File: src/rtl/poly_loader.sv
// poly_loader: packs a 16-bit coefficient stream into even/odd RAM write pairs; optional mod-Q reduction under LOADER_MODRED_EN.
// Write is registered one cycle after the odd beat; s_ready drops outside EVEN/ODD, so the host simply waits.
module poly_loader #(
  parameter int N = 256,
  parameter int Q = 3329
) (
  input  logic        clk,
  input  logic        rst,
  input  logic        go,
  input  logic        abort,
  input  logic        s_valid,
  input  logic [15:0] s_data,
  input  logic        s_last,
  output logic        s_ready,
  output logic        start,
  output logic        we,
  output logic [7:0]  address_ina,
  output logic [7:0]  address_inb,
  output logic [15:0] data_ina,
  output logic [15:0] data_inb,
  output logic        load_done,
  output logic        len_err,
  output logic        coef_err
);

  typedef enum logic [2:0] {IDLE, EVEN, ODD, HOLD, DONE} state_t;

  localparam logic [7:0] LAST_K = 8'(N / 2 - 1);

  state_t      state;
  logic [7:0]  k;
  logic [15:0] even_dat;
  logic        hs;
  logic [15:0] coef;
  logic        coef_bad;

  assign hs = s_valid & s_ready;

`ifdef LOADER_MODRED_EN
  localparam logic [16:0] Q1 = 17'(Q);
  localparam logic [16:0] Q2 = 17'(2 * Q);

  always_comb begin
    coef     = s_data;
    coef_bad = 1'b0;
    if ({1'b0, s_data} >= Q2) begin
      coef     = '0;
      coef_bad = 1'b1;
    end else if ({1'b0, s_data} >= Q1) begin
      coef = 16'({1'b0, s_data} - Q1);
    end
  end
`else
  assign coef     = s_data;
  assign coef_bad = 1'b0;
`endif

  // The final pair's write is presented while in HOLD; DONE follows one cycle later.
  always_ff @(posedge clk or negedge rst) begin
    if (!rst) begin
      state       <= IDLE;
      k           <= '0;
      even_dat    <= '0;
      s_ready     <= 1'b0;
      start       <= 1'b0;
      we          <= 1'b0;
      address_ina <= '0;
      address_inb <= '0;
      data_ina    <= '0;
      data_inb    <= '0;
      load_done   <= 1'b0;
      len_err     <= 1'b0;
      coef_err    <= 1'b0;
    end else begin
      we        <= 1'b0;
      load_done <= 1'b0;
      if (state == IDLE) begin
        if (go) begin
          state    <= EVEN;
          k        <= '0;
          len_err  <= 1'b0;
          coef_err <= 1'b0;
          s_ready  <= 1'b1;
          start    <= 1'b1;
        end
      end else if (abort) begin
        state   <= IDLE;
        k       <= '0;
        s_ready <= 1'b0;
        start   <= 1'b0;
      end else begin
        case (state)
          EVEN: if (hs) begin
            coef_err <= coef_err | coef_bad;
            if (s_last) begin
              len_err <= 1'b1;
              state   <= IDLE;
              s_ready <= 1'b0;
              start   <= 1'b0;
            end else begin
              even_dat <= coef;
              state    <= ODD;
            end
          end
          ODD: if (hs) begin
            coef_err <= coef_err | coef_bad;
            if (s_last && k != LAST_K) begin
              len_err <= 1'b1;
              state   <= IDLE;
              s_ready <= 1'b0;
              start   <= 1'b0;
            end else begin
              we          <= 1'b1;
              address_ina <= {k[6:0], 1'b0};
              address_inb <= {k[6:0], 1'b1};
              data_ina    <= even_dat;
              data_inb    <= coef;
              k           <= k + 8'd1;
              if (k == LAST_K) begin
                len_err <= len_err | ~s_last;
                state   <= HOLD;
                s_ready <= 1'b0;
              end else begin
                state <= EVEN;
              end
            end
          end
          HOLD: begin
            state     <= DONE;
            start     <= 1'b0;
            load_done <= 1'b1;
          end
          DONE:    state <= IDLE;
          default: state <= IDLE;
        endcase
      end
    end
  end

endmodule

File: config.mk
export PLATFORM = sky130hd
export DESIGN_NAME = poly_loader
export DESIGN_NICKNAME = d
export VERILOG_FILES = /design/src/rtl/poly_loader.sv
export SDC_FILE = /design/constraint.sdc
export NUM_CORES = 1
export LEC_CHECK = 0
export ABC_AREA = 1
export BUFFER_PORTS_ARGS = -buffer_cell sky130_fd_sc_hd__buf_2
export CAP_MARGIN = 5
export CORE_AREA = 3 3 75 91
export DETAILED_ROUTE_END_ITERATION = 10
export DIE_AREA = 0 0 78 94
export GPL_TIMING_DRIVEN = 0
export PLACE_DENSITY = 0.77
export SLEW_MARGIN = 30
export SYNTH_ARGS = -nofsm -noshare
export SYNTH_HDL_FRONTEND = slang
export SYNTH_SLANG_ARGS = --single-unit
File: constraint.sdc
create_clock -name clk -period 1.77 [get_ports clk]
set_clock_uncertainty 0.05 [all_clocks]
set_input_delay 0.4425 -clock clk [delete_from_list [all_inputs] [get_ports clk]]
set_output_delay 0.4425 -clock clk [all_outputs]
set_load 0.01 [all_outputs]
# After elaboration in Yosys (flattened, before gate mapping)
# Cells that the tools add are included.
[word_totals] input_bits=22 reg_bits=79 output_inout_bits=54
[classes] n_eq_ne=17 n_addsub=1 n_reduce_logical=14 muxes=46 bitwise=6
[ops] operator="$mux W8" n=6
[ops] operator="$mux W1" n=28
[ops] operator="$ne A4 B4 Y1 const B" n=5
[ops] operator="$mux W3" n=5
[ops] operator="$ne A3 B3 Y1 const B" n=4
[ops] operator="$reduce_and A6 Y1" n=2
[ops] operator="$reduce_and A5 Y1" n=2
[ops] operator="$pmux W3 S3" n=1
[ops] operator="$reduce_bool A3 Y1" n=3
[ops] operator="$add A8 B1 Y8 const B" n=1
[ops] operator="$eq A8 B7 Y1 const B" n=1
[ops] operator="$ne A8 B7 Y1 const B" n=1
[ops] operator="$reduce_and A7 Y1" n=1
[ops] operator="$eq A3 B2 Y1 const B" n=2
[ops] operator="$mux W2" n=3
[ops] operator="$ne A5 B5 Y1 const B" n=1
[ops] operator="$reduce_bool A5 Y1" n=1
[ops] operator="$not A1 Y1" n=4
[ops] operator="$pmux W1 S2" n=2
[ops] operator="$reduce_and A4 Y1" n=1
[ops] operator="$reduce_bool A4 Y1" n=1
[ops] operator="$eq A3 B1 Y1 const B" n=1
[ops] operator="$logic_not A3 Y1" n=1
[ops] operator="$pmux W1 S3" n=1
[ops] operator="6 further kinds" n=6

# Logic depth before layout (Yosys ltp)
# Gate-level depths: netlist of run 1.
[logic_depth] depth_word=8 mapped_depth=10 mapped_depth_nobuf=10

# Worst setup path after synthesis of run 1
# No wires, ideal clock.
[synth_timing] path_kind="register -> register" from="reg k[0]" to="reg data_ina[10]" path_slack_ps=224 arrival_time_ps=1379 setup_ps=116 stages_incl_launch_ff=11 cell_sequence="dfrtp_1 -> ha_1 -> nand2_2 -> nor2_2 -> nand3_2 -> nand2_2 -> nand2_4 -> buf_6 -> buf_6 -> nand2_1 -> nand2_1"
[synth_between] elab_chain_len=4
[synth_lines] item="from (decl)" line_no="31" source="logic [7:0] k;"
[synth_lines] item="from (signal assigned)" line_no="118" source="k <= k + 8'd1;"
[synth_lines] item="$ne A8 B7 Y1" line_no="107" source="if (s_last && k != LAST_K) begin"
[synth_lines] item="$logic_and A1 B1 Y1" line_no="107"
[synth_lines] item="$not A1 Y1 (no line)"
[synth_lines] item="$reduce_and A5 Y1 (no line)"
[synth_lines] item="to (signal assigned)" line_no="116" source="data_ina <= even_dat;"
[synth_lines] item="to (decl)" line_no="19" source="output logic [15:0] data_ina,"
# Every way passes these cells.
# A chain may end at the register's enable or synchronous reset.

# Worst setup path after layout of run 1
[layout_timing] from="reg k[0]" to="reg data_ina[5]"
# The elaborated chain is that of the path after synthesis.

==> results of run 1 <==
-- cells by family (layout without fill, tap and decap cells) --
logic type      after synthesis  after routing
simple gates                197            197
flops                        72             72
buf+inv                      56            148
compound gates               43             43
fa+ha+maj                     1              1
other cells                   1              2
-- where the power goes --
| group | total [mW] | internal (mW) | switching [mW] |
|---|---|---|---|
| Combinational | 1.02 | 0.396 | 0.625 |
| Sequential | 2.13 | 1.95 | 0.189 |
| Clock | 1.26 | 0.681 | 0.578 |
-- sequential cells by signal (all words and copies together), names as in the netlist --
register	count
state	3
data_inb	16
start	1
s_ready	1
k	8
load_done	1
address_inb	8
len_err	1
we	1
even_dat	16
data_ina	16
-- per-stage QoR --
step           cell area, sq um  setup slack, ns  TNS (ns)
3_3_place_gp               3620           -0.140     -9.67
2_1_floorplan              3160            0.224         0
4_1_cts                    3870           0.0809         0
3_5_place_dp               3650          -0.0139   -0.0139
6_report                   3900           0.0935         0
5_1_grt                    3900         -0.00803   -0.0189
-- synthesized netlist by cell type (3+ instances only) --
cell type,count
sky130_fd_sc_hd__nand3_1,9
sky130_fd_sc_hd__nor2_1,13
sky130_fd_sc_hd__buf_2,7
sky130_fd_sc_hd__o21ai_1,8
sky130_fd_sc_hd__o21ai_0,30
sky130_fd_sc_hd__nor3_1,3
sky130_fd_sc_hd__buf_4,10
sky130_fd_sc_hd__nand2_2,4
sky130_fd_sc_hd__inv_1,31
sky130_fd_sc_hd__nand4_1,3
sky130_fd_sc_hd__inv_2,4
sky130_fd_sc_hd__nand2_1,154
sky130_fd_sc_hd__dfrtp_1,72
-- worst max-delay path: cells and delay by family, from the launching register on --
kind                       cells  cell delay, ns
and+or+nand+nor                7            0.63
DFF                            1            0.37
buffers and inverters          2            0.29
adders and majority gates      1            0.22
-- final cells by class --
cell class / instances / area (sq um)
inverter: 35 / 131
multi-input combinational: 243 / 1110
buffer: 21 / 154
tap: 82 / 103
clock buffer: 12 / 145
sequential: 72 / 1800
timing repair buffer: 77 / 420
clock inverter: 3 / 42.5
fill: 543 / 2150
-- worst min-delay path by stage --
| stage | to | slack [ns] | start | cells past startpoint |
|---|---|---|---|---|
| after floorplan | address_inb[0] | 0.1 | rst | 0 |
| after global placement | data_ina[14] | 0.40 | even_dat[14] | 2 |
| after detailed placement | data_ina[11] | 0.32 | rst | 1 |
| after CTS | even_dat[8] | 0.31 | s_data[8] | 3 |
| after global routing | even_dat[1] | 0.31 | s_data[1] | 3 |
| final | start | 0.32 | go | 3 |
-- per-layer routing --
| layer | wire length [um] | global-route usage [%] | share of wire (%) |
|---|---|---|---|
| met3 | 314 | 5.09 | 4.5 |
| met5 | 0 | 0 | 0 |
| met4 | 81 | 7.43 | 1.2 |
| met1 | 3070 | 26.3 | 44 |
| met2 | 3470 | 32.6 | 50 |
-- what timing repair did --
| item | 4_1_cts | 5_1_grt |
|---|---|---|
| setup buffers | 2 | 0 |
| gates resized for setup | 2 | 11 |
| endpoints found under the hold margin | 26 | 0 |
| setup endpoints to repair | 11 | 44 |
| hold buffers | 1 | 0 |
| pin swaps | 0 | 0 |
| cloned | 0 | 0 |
==> flow_summary.rst, run 1 <==
.. list-table::
   :header-rows: 1

   * - Metric
     - Value
   * - Outcome
     - finished, final reports clean
   * - Final hold violation count
     - 0
   * - Yosys warning total
     - 0
   * - CP endpoint kind
     - flip-flop
   * - Placeable core region
     - between 6000 and 7000 sq um
   * - Max rail drop VDD
     - between 700 and 800 uV
   * - Clock buffers created by TritonCTS
     - 9
   * - Maximum buffer depth of the clock tree
     - 2
   * - Detail Placement HPWL
     - just under 5 mm
   * - Kind of path behind the tightest hold check
     - input port to flip-flop
   * - Pwr Density
     - approximately 1100 nW/um^2
   * - Final Util
     - approximately 65%
   * - Number of cells produced by synthesis
     - between 300 and 400
   * - Req. time, crit path
     - approximately 2 ns
   * - Delay of the slowest cell on the worst path
     - 0.37 ns
   * - Cell Count Post-Placement
     - between 500 and 600
   * - Non-filler cells in the finished layout
     - ~550
   * - Dominant combinational cell family by area after synthesis
     - simple AND/OR/NAND/NOR gates
   * - Flop and latch count out of synthesis
     - 72
   * - Die Area
     - 7330 sq um
   * - Share of synthesized area occupied by flip-flops and latches
     - 57.2%
   * - GRT Overall Usage
     - between 20% and 30%
   * - Syn-to-layout area delta
     - 23.9%
   * - Leading cell type in the layout, fill and taps excluded
     - sky130_fd_sc_hd__nand2_1
   * - R2r setup slk
     - 0.09 ns
   * - Pin count of the biggest net entering global routing
     - 47
   * - Fraction of synthesis flops using an asynchronous set or reset pin
     - between 90% and 100%
   * - Capture point of the worst reg-to-reg path
     - data_ina[5]
   * - Worst-path cell chain
     - ha_1 > nand2_2 > nor2_4 > nand3_2 > nand2_2 > nand2_4 > buf_6 > buf_6 > nand2_1 > nand2_1
   * - Netlist area before placement
     - around 3200 sq um
   * - Tot Pwr
     - approximately 4.4 mW
   * - Layout cell share with drive strength beyond 1
     - 28.3%
   * - Wire length of the first global-routing pass
     - between 10 and 15 mm
   * - Last weighted congestion value of the routability-driven placer
     - slightly below 0.9
   * - Skew-Pair Late Insertion Delay
     - around 0.33 ns
   * - Post-detailed-route DRC marker count
     - 0
   * - WP data arrival
     - roughly 1.9 ns
   * - Class of the most critical setup path
     - flip-flop to flip-flop
   * - Number of slew-limit violations in the final report
     - 0
   * - Final count of negative-setup-slack endpoints
     - 0
   * - Leftover overflow at the end of global routing
     - 0
   * - Drt via density
     - roughly 4.8
   * - Number of flops mapped to enable cells by yosys
     - 0
   * - Number of global-route vias before repair
     - 2466
   * - Clock transition at the register clock pins on the worst setup and hold paths after CTS
     - 0.07 ns
   * - Starting utilization of the core area
     - a little over half
   * - Leakage
     - between 2 and 2.5 nW
   * - Final Hold Slack
     - ~0.32 ns
   * - Synthesized-area fraction occupied by ao, oa, aoi and oai cells
     - under 10%
   * - Share of synthesized area spent on multiplexers
     - 0%
   * - Fraction of the mapped netlist area in simple logic gates
     - 26.4%
   * - Capturing instance or port of the critical path
     - data_ina[5]
   * - Final period demand of the worst path
     - between 1.5 and 2 ns
   * - Detailed-route via count
     - 2603
   * - Cell Rows
     - 31
   * - Max Clock Freq
     - slightly below 0.6 GHz
   * - Startpoint Class
     - flip-flop
   * - Synth Flop Type
     - sky130_fd_sc_hd__dfrtp_1
   * - Clock tree from TritonCTS
     - done
   * - Arithmetic-cell share of the synthesized area counting full adders, half adders and majority gates
     - 0.397%
   * - Portion of the clock cycle consumed by the worst path in the final layout
     - 94.7%
   * - Final routed wire length divided by cell count
     - around 13 um
   * - Commonest non-fill, non-tap cells in the layout
     - sky130_fd_sc_hd__nand2_1 (153), sky130_fd_sc_hd__buf_2 (76), sky130_fd_sc_hd__dfrtp_1 (72), sky130_fd_sc_hd__inv_1 (31), sky130_fd_sc_hd__o21ai_0 (27)
   * - Initial antenna violation count
     - 0
   * - Largest area contributor in the netlist
     - sky130_fd_sc_hd__dfrtp_1
   * - Number of DRC markers after the initial detailed-route iteration
     - 172
   * - Htree depth
     - 3
   * - Die extent in x
     - roughly 80 um
   * - Worst reg2reg path depth
     - 10
   * - Xor and xnor fraction of the mapped netlist area
     - 0%
   * - Cell at the root of the clock tree
     - sky130_fd_sc_hd__clkbuf_8
   * - Synthesized area per cell
     - about 8.5 sq um
   * - Max-cap violations
     - 0
   * - Die Y-Extent
     - 94 um
   * - CP startpoint
     - k[0]
   * - Port Buffer Count
     - 73
   * - Largest fanout of any net on the critical path
     - 10
   * - Number of nets in the finished design
     - just under 500
   * - Remaining number of nets flagged by the antenna check after routing
     - 0
   * - Number of ports placed on the die boundary
     - 76
   * - Max stage delay cell, worst path
     - sky130_fd_sc_hd__dfrtp_1
   * - Library cells used by synthesis
     - 30
   * - Top area cells in the synthesized netlist
     - sky130_fd_sc_hd__dfrtp_1 (57%), sky130_fd_sc_hd__nand2_1 (18%), sky130_fd_sc_hd__o21ai_0 (4.8%), sky130_fd_sc_hd__inv_1 (3.7%), sky130_fd_sc_hd__buf_4 (2.4%)
   * - CTS Sinks
     - 72
   * - Launching point of the worst reg2reg path
     - k[0]
   * - Post-synth top area share
     - between 50% and 60%
   * - Total wire length after detailed routing
     - about 7 mm
   * - DR pass1 iterations
     - 5
   * - Count of inserted antenna diode cells
     - 0
No activity file was read; power rests on OpenSTA's default activity.
==> inputs of run 2 (changes only) <==
--- a/config.mk
+++ b/config.mk
@@ -7,3 +7,2 @@
 export LEC_CHECK = 0
-export ABC_AREA = 1
 export BUFFER_PORTS_ARGS = -buffer_cell sky130_fd_sc_hd__buf_2
==> constraint.sdc (replaced) <==
create_clock -name clk -period 1.77 [get_ports clk]
set_clock_uncertainty 0.05 [all_clocks]
set_input_delay 0.354 -clock clk [delete_from_list [all_inputs] [get_ports clk]]
set_output_delay 0.354 -clock clk [all_outputs]
set_load 0.01 [all_outputs]
==> run 2 against run 1 <==
Effect of this change:
- final cell count is 19% lower
- via count is 4.1% lower
- design area is 14% higher
- total power is 28% higher
- maximum frequency is 13% lower
- sequential power hardly changed
- worst hold slack worse by 0.12 ns
- largest cell class unchanged
- sequential share of layout area is 5.8 points lower
- combinational power is 84% higher
- the flow now finishes with violations (negative setup slack)
- critical path type unchanged
- non-clock buffer count is 24 higher
==> flow_summary.rst, run 2 <==
.. list-table::
   :header-rows: 1

   * - Metric
     - Value
   * - Cell Rows
     - 31
   * - Launching point of the worst reg2reg path
     - state[2]
   * - Max Clock Freq
     - ~0.52 GHz
   * - Portion of the clock cycle consumed by the worst path in the final layout
     - 108%
   * - Cell at the root of the clock tree
     - sky130_fd_sc_hd__clkbuf_8
   * - Syn-to-layout area delta
     - 43.0%
   * - Leakage
     - approximately 2.4 nW
   * - Clock transition at the register clock pins on the worst setup and hold paths after CTS
     - roughly 0.090 ns
   * - Remaining number of nets flagged by the antenna check after routing
     - 0
   * - CTS Sinks
     - 72
   * - Flop and latch count out of synthesis
     - 72
   * - Kind of path behind the tightest hold check
     - input port to flip-flop
   * - Number of global-route vias before repair
     - approximately 2500
   * - Number of slew-limit violations in the final report
     - 0
   * - Wire length of the first global-routing pass
     - 12.5 mm
   * - Worst Slack Setup Final
     - -0.149 ns
   * - Largest fanout of any net on the critical path
     - 10
   * - Area of all placed cells without fillers
     - ~4500 sq um
   * - Die extent in x
     - between 70 and 80 um
   * - Detail Placement HPWL
     - 4.59 mm
   * - Clock buffers created by TritonCTS
     - 9
   * - Worst hold endpoint
     - even_dat[10]
   * - Die Y-Extent
     - approximately 94 um
   * - Top cell types by occurrence after synthesis
     - sky130_fd_sc_hd__dfrtp_1 (72), sky130_fd_sc_hd__mux2_2 (55), sky130_fd_sc_hd__buf_4 (9)
   * - Port Buffer Count
     - 73
   * - Detailed-route via count
     - ~2500
   * - Top area cells in the synthesized netlist
     - sky130_fd_sc_hd__dfrtp_1 (58%), sky130_fd_sc_hd__mux2_2 (20%), sky130_fd_sc_hd__buf_4 (2.2%), sky130_fd_sc_hd__buf_2 (1.1%), sky130_fd_sc_hd__and3_1 (1.0%)
   * - Leftover overflow at the end of global routing
     - 0
   * - Count of inserted antenna diode cells
     - 0
   * - Pwr Density
     - around 1300 nW/um^2
   * - Starting utilization of the core area
     - 51.6%
   * - DR pass1 iterations
     - 4
   * - Number of nets in the finished design
     - between 300 and 400
   * - Worst reg2reg path depth
     - 8
   * - Slew @ Worst Pin
     - 0.582 ns
   * - Pre-CTS worst setup slack
     - -0.325 ns
   * - Startpoint Class
     - flip-flop
   * - Number of ports placed on the die boundary
     - 76
   * - GRT Overall Usage
     - between 20% and 30%
   * - Share of synthesized area occupied by flip-flops and latches
     - 57.7%
   * - CP endpoint kind
     - flip-flop
   * - Post-synth top area share
     - between 50% and 60%
   * - Most frequent cell after synthesis
     - sky130_fd_sc_hd__dfrtp_1
   * - Commonest non-fill, non-tap cells in the layout
     - sky130_fd_sc_hd__buf_2 (73), sky130_fd_sc_hd__dfrtp_1 (70), sky130_fd_sc_hd__buf_4 (31), sky130_fd_sc_hd__mux2_2 (30), sky130_fd_sc_hd__mux2_4 (25)
   * - Final hold violation count
     - 0
   * - Final Util
     - about 74%
   * - Last weighted congestion value of the routability-driven placer
     - just over 0.9
   * - Synth Flop Type
     - sky130_fd_sc_hd__dfrtp_1
   * - Outcome
     - finished with violations
   * - Number of cells produced by synthesis
     - 240
   * - Netlist area before placement
     - 3120 sq um
   * - Start point of the worst min-delay path
     - s_data[10]
   * - Drt via density
     - approximately 5.7
   * - Total wire length after detailed routing
     - between 8 and 9 mm
   * - Max-cap violations
     - 0
   * - R2r setup slk
     - -0.15 ns
   * - Capture point of the worst reg-to-reg path
     - data_ina[0]
   * - Final count of negative-setup-slack endpoints
     - 57
   * - Final routed wire length divided by cell count
     - 19.4 um
   * - Violated checks
     - negative setup slack
   * - Layout cell share with drive strength beyond 1
     - roughly 60%
   * - Req. time, crit path
     - approximately 2.0 ns
   * - Class of the most critical setup path
     - flip-flop to flip-flop
   * - Largest registers
     - data_ina (16), data_inb (16), even_dat (16)
   * - Htree depth
     - 3
   * - Die Area
     - approximately 7300 sq um
   * - Fraction of synthesis flops using an asynchronous set or reset pin
     - 100%
   * - Cell Count Post-Placement
     - 397
   * - Yosys warning total
     - 0
   * - Post-place instance area
     - around 3700 sq um
   * - Leading cell type in the layout, fill and taps excluded
     - sky130_fd_sc_hd__buf_2
   * - Final period demand of the worst path
     - 1.92 ns
   * - Placeable core region
     - just over 6000 sq um
   * - Worst hold path cell count
     - 2
   * - Post-detailed-route DRC marker count
     - 0
   * - Non-filler cells in the finished layout
     - between 400 and 500
   * - Largest area contributor in the netlist
     - sky130_fd_sc_hd__dfrtp_1
   * - Number of flops mapped to enable cells by yosys
     - 0
   * - Initial antenna violation count
     - 0
   * - Number of DRC markers after the initial detailed-route iteration
     - 173
   * - Clock tree from TritonCTS
     - done
   * - Synthesized area per cell
     - about 13 sq um
   * - Maximum buffer depth of the clock tree
     - 2
   * - Library cells used by synthesis
     - between 40 and 50
   * - Worst relative slew slack
     - just over 60%
   * - Skew-Pair Late Insertion Delay
     - ~0.34 ns
   * - Pin count of the biggest net entering global routing
     - 54
   * - Max rail drop VDD
     - ~970 uV
   * - WP data arrival
     - between 2 and 2.5 ns
   * - Setup repair after global routing missed its margin
     - yes
-- run 2: cell types whose count changed after synthesis, sizes merged, moves of 6 or more --
cell / change
inv: -31
nor2: -10
mux2: +55
o21ai: -33
nand2: -151
nand3: -6
-- run 2: timing repair --
action / in CTS / in global routing
endpoints found under the setup margin: 62 / 68
hold buffers: 1 / 0
pin swaps: 8 / 15
endpoints found under the hold margin: 19 / 0
setup buffers: 29 / 6
resized for setup: 46 / 42
gates cloned: 1 / 0
-- run 2: worst max-delay path, stage by stage (launching register included) --
cell and delay, ns:
sky130_fd_sc_hd__dfrtp_1 0.40, sky130_fd_sc_hd__buf_6 0.14, sky130_fd_sc_hd__nor3_4 0.22, sky130_fd_sc_hd__buf_6 0.15, sky130_fd_sc_hd__nor3_4 0.05, sky130_fd_sc_hd__buf_6 0.12
sky130_fd_sc_hd__nand3_4 0.13, sky130_fd_sc_hd__buf_8 0.18, sky130_fd_sc_hd__mux2_2 0.35
-- run 2: layout make-up --
class	instances	area (sq um)
fill	380	1580
clock inverter	6	116
inverter	4	15.0
buffer	18	173
timing repair buffer	104	673
tap	82	103
sequential	72	1800
clock buffer	10	138
multi-input combinational	145	1450
-- run 2: worst max path at each step --
stage                         from  depth (start not counted)            to
after floorplan           state[2]                          7  even_dat[10]
after global placement    state[2]                          6   even_dat[8]
after detailed placement  state[2]                          7  even_dat[15]
after CTS                 state[1]                          4          k[6]
after global routing      state[2]                          8   data_ina[0]
final                     state[2]                          8   data_ina[0]
-- run 2: layer usage --
metal | up-vias | GRT usage, % | routed length, um
met1 | 1245 | 24.8 | 3070
li1 | 1088 | - | -
met5 | - | 0 | 0
met4 | 0 | 10.6 | 354
met2 | 125 | 37.7 | 4610
met3 | 38 | 7.49 | 539
-- run 2: logic make-up (layout without fill, tap and decap cells) --
logic type	count (synthesis)	after routing	share of synthesized area, %
flip-flops	72	72	57.7
AND/OR/NAND/NOR	54	54	10.3
other	1	2	0.120
buffers and inverters	24	142	4.24
multiplexers	58	58	20.8
XOR/XNOR	1	1	0.280
adder cells (fa/ha/maj)	1	1	0.400
AO/OA/AOI/OAI	29	29	6.21
-- run 2: per-stage QoR --
step	power [mW]	setup TNS, ns	hold WS [ns]
after CTS	5.33	-0.498	0.192
after detailed placement	3.25	-13.94	0.210
after floorplan	2.88	-0.381	0.00841
final	5.65	-5.47	0.195
after global routing	5.89	-8.64	0.187
after global placement	3.20	-18.00	0.397
-- run 2: power by group --
group | internal, mW | switching [mW] | leakage [nW]
logic | 0.978 | 0.902 | 1.26
registers | 1.94 | 0.212 | 0.985
clock network | 0.982 | 0.639 | 0.127
total | 3.90 | 1.75 | 2.37
==> inputs of run 3 (changes only) <==
- BUFFER_PORTS_ARGS: -buffer_cell sky130_fd_sc_hd__buf_2 -> -buffer_cell sky130_fd_sc_hd__clkbuf_2
- CAP_MARGIN: 5 -> not set
- CORE_AREA: 3 3 75 91 -> 4 4 76 92
- DIE_AREA: 0 0 78 94 -> 0 0 80 96
==> run 3 against run 2 <==
Effect of this change:
- the flow still finishes with violations (negative setup slack)
- final cell count unchanged
- sequential share of layout area up 0.85 points
- core utilization down 1.4 points
- design area down 1.9%
- critical path depth down 1
- non-clock buffer count down 1
- worst hold slack better by 0.0070 ns
- setup slack better by 0.072 ns
- register-to-register slack better by 0.07 ns
- combinational power down 13%
- critical path type unchanged
- critical endpoint is now data_ina[7]
==> flow_summary.rst, run 3 (synthesized netlist as in run 2, its figures left out) <==
.. list-table::
   :header-rows: 1

   * - Metric
     - Value
   * - Outcome
     - finished with violations
   * - Violated checks
     - negative setup slack
   * - Max rail drop VDD
     - between 800 and 900 uV
   * - Initial antenna violation count
     - 0
   * - Pwr Density
     - roughly 1200 nW/um^2
   * - Non-filler cells in the finished layout
     - ~440
   * - WP data arrival
     - ~2.0 ns
   * - Worst hold path cell count
     - 2
   * - GRT Overall Usage
     - roughly 20%
   * - Worst reg2reg path depth
     - 7
   * - Maximum buffer depth of the clock tree
     - 2
   * - Clock buffers created by TritonCTS
     - 9
   * - Clock transition at the register clock pins on the worst setup and hold paths after CTS
     - around 0.08 ns
   * - Leakage
     - about 2.3 nW
   * - Tot Pwr
     - approximately 5.2 mW
   * - Slew @ Worst Pin
     - just under 0.6 ns
   * - Most used cell, CP
     - sky130_fd_sc_hd__buf_6
   * - Pin count of the biggest net entering global routing
     - 39
   * - Detail Placement HPWL
     - just under 5 mm
   * - Clock tree from TritonCTS
     - done
   * - Number of nets in the finished design
     - about 380
   * - Pre-CTS worst setup slack
     - -0.373 ns
   * - Max Clock Freq
     - between 0.5 and 0.6 GHz
   * - Max-cap violations
     - 0
   * - CTS Sinks
     - just over 70
   * - Kind of path behind the tightest hold check
     - input port to flip-flop
   * - Largest fanout of any net on the critical path
     - 5
   * - Leftover overflow at the end of global routing
     - 0
   * - Portion of the clock cycle consumed by the worst path in the final layout
     - 104%
   * - CP endpoint kind
     - flip-flop
   * - Cell at the root of the clock tree
     - sky130_fd_sc_hd__clkbuf_8
   * - Layout cell share with drive strength beyond 1
     - 59.3%
   * - Filler Cell Count
     - approximately 410
   * - Startpoint Class
     - flip-flop
   * - Dominant delay contributor by cell family on the critical path
     - buffers and inverters
   * - Final period demand of the worst path
     - ~1.8 ns
   * - Skew-Pair Late Insertion Delay
     - approximately 0.35 ns
   * - Die Y-Extent
     - about 96 um
   * - Setup repair after global routing missed its margin
     - yes
   * - Critical path depth
     - 7
   * - CP Buf/Inv Count
     - 4
   * - Req. time, crit path
     - 1.96 ns
   * - Wire length of the first global-routing pass
     - about 12 mm
   * - Final routed wire length divided by cell count
     - around 17 um
   * - Largest registers
     - data_ina (16), data_inb (16), even_dat (16)
   * - Final hold violation count
     - 0
   * - Die Area
     - between 7000 and 8000 sq um
   * - Worst relative slew slack
     - around 60%
   * - Worst Slack Setup Final
     - -0.0764 ns
   * - Detailed-route via count
     - between 2000 and 2500
   * - Cell Count Post-Placement
     - just under 400
   * - DR pass1 iterations
     - 4
   * - Final Hold Slack
     - roughly 0.20 ns
   * - Remaining number of nets flagged by the antenna check after routing
     - 0
   * - Number of DRC markers after the initial detailed-route iteration
     - 148
   * - Cell Rows
     - 31
   * - Last weighted congestion value of the routability-driven placer
     - a little under 0.9
   * - Class of the most critical setup path
     - flip-flop to flip-flop
   * - Placeable core region
     - around 6100 sq um
   * - Port Buffer Count
     - 73
   * - Number of ports placed on the die boundary
     - 76
   * - Total wire length after detailed routing
     - around 7.7 mm
   * - Post-detailed-route DRC marker count
     - 0
   * - Commonest non-fill, non-tap cells in the layout
     - sky130_fd_sc_hd__clkbuf_2 (73), sky130_fd_sc_hd__dfrtp_1 (68), sky130_fd_sc_hd__mux2_2 (54), sky130_fd_sc_hd__buf_4 (27), sky130_fd_sc_hd__clkbuf_8 (10)
   * - Max stage delay cell, worst path
     - sky130_fd_sc_hd__dfrtp_1
   * - Syn-to-layout area delta
     - 40.2%
   * - Die extent in x
     - roughly 80 um
   * - Htree depth
     - 3
   * - Delay of the slowest cell on the worst path
     - around 0.40 ns
   * - Starting utilization of the core area
     - between 50 and 60%
   * - Number of slew-limit violations in the final report
     - 0
   * - Leading cell type in the layout, fill and taps excluded
     - sky130_fd_sc_hd__clkbuf_2
   * - Number of global-route vias before repair
     - ~2400
   * - Count of inserted antenna diode cells
     - 0
   * - Worst-path cell chain
     - buf_6 > buf_6 > nor3b_4 > buf_6 > nand3_4 > buf_16 > mux2_2
   * - Final count of negative-setup-slack endpoints
     - 57
   * - Drt via density
     - between 5 and 6
-- run 3: area by class of cell --
type                    instances  area [sq um]  area share (%)
flip-flops and latches         72          1810            41.2
multi-input cells             146          1350            30.8
repair buffers                103           702            16.0
plain buffers                  18           175            4.00
clock buffers                  10           138            3.14
well taps                      82           103            2.34
clock inverters                 6          90.1            2.06
inverters                       4          15.0           0.343
-- run 3: path summary, 6_finish.rpt --
check / endpoint / slack [ns] / start
setup reg to reg: data_ina[7] / -0.08 / state[2]
hold reg to reg: address_inb[0] / 0.42 / address_inb[0]
hold / removal: even_dat[7] / 0.20 / s_data[7]
min in group asynchronous: load_done / 0.48 / rst
max in group asynchronous: k[4] / 0.62 / rst
setup / recovery: data_ina[7] / -0.08 / state[2]
-- run 3: routing by layer --
layer | vias up | GRT usage (%) | part of all wire [%]
met1 | 1224 | 24.5 | 39
met5 | - | 0 | 0
met2 | 116 | 32.7 | 52
li1 | 1086 | - | -
met3 | 17 | 4.68 | 6.8
met4 | 0 | 9.86 | 1.8
-- run 3: report_power, final --
group,internal [mW],total (mW),switching [mW]
logic,0.813,1.63,0.815
registers,1.94,2.12,0.184
clock network,0.837,1.47,0.638
-- run 3: through the flow --
| step | instance area (sq um) | utilization, % | TNS, ns |
|---|---|---|---|
| 2_1_floorplan | 3160 | - | -0.381 |
| 3_3_place_gp | 3630 | 60.0 | -32.46 |
| 3_5_place_dp | 3650 | 60.4 | -16.14 |
| 4_1_cts | 4160 | 68.7 | -2.32 |
| 5_1_grt | 4380 | 72.4 | -5.34 |
| 6_report | 4380 | 72.4 | -2.44 |
-- run 3: what timing repair did --
| item | in CTS | in global routing |
|---|---|---|
| endpoints found under the setup margin | 66 | 59 |
| setup buffers | 15 | 11 |
| resized for setup | 38 | 23 |
| hold buffers | 1 | 0 |
| hold endpoints to repair | 34 | 0 |
| pin swaps | 8 | 10 |
| cloned | 1 | 3 |
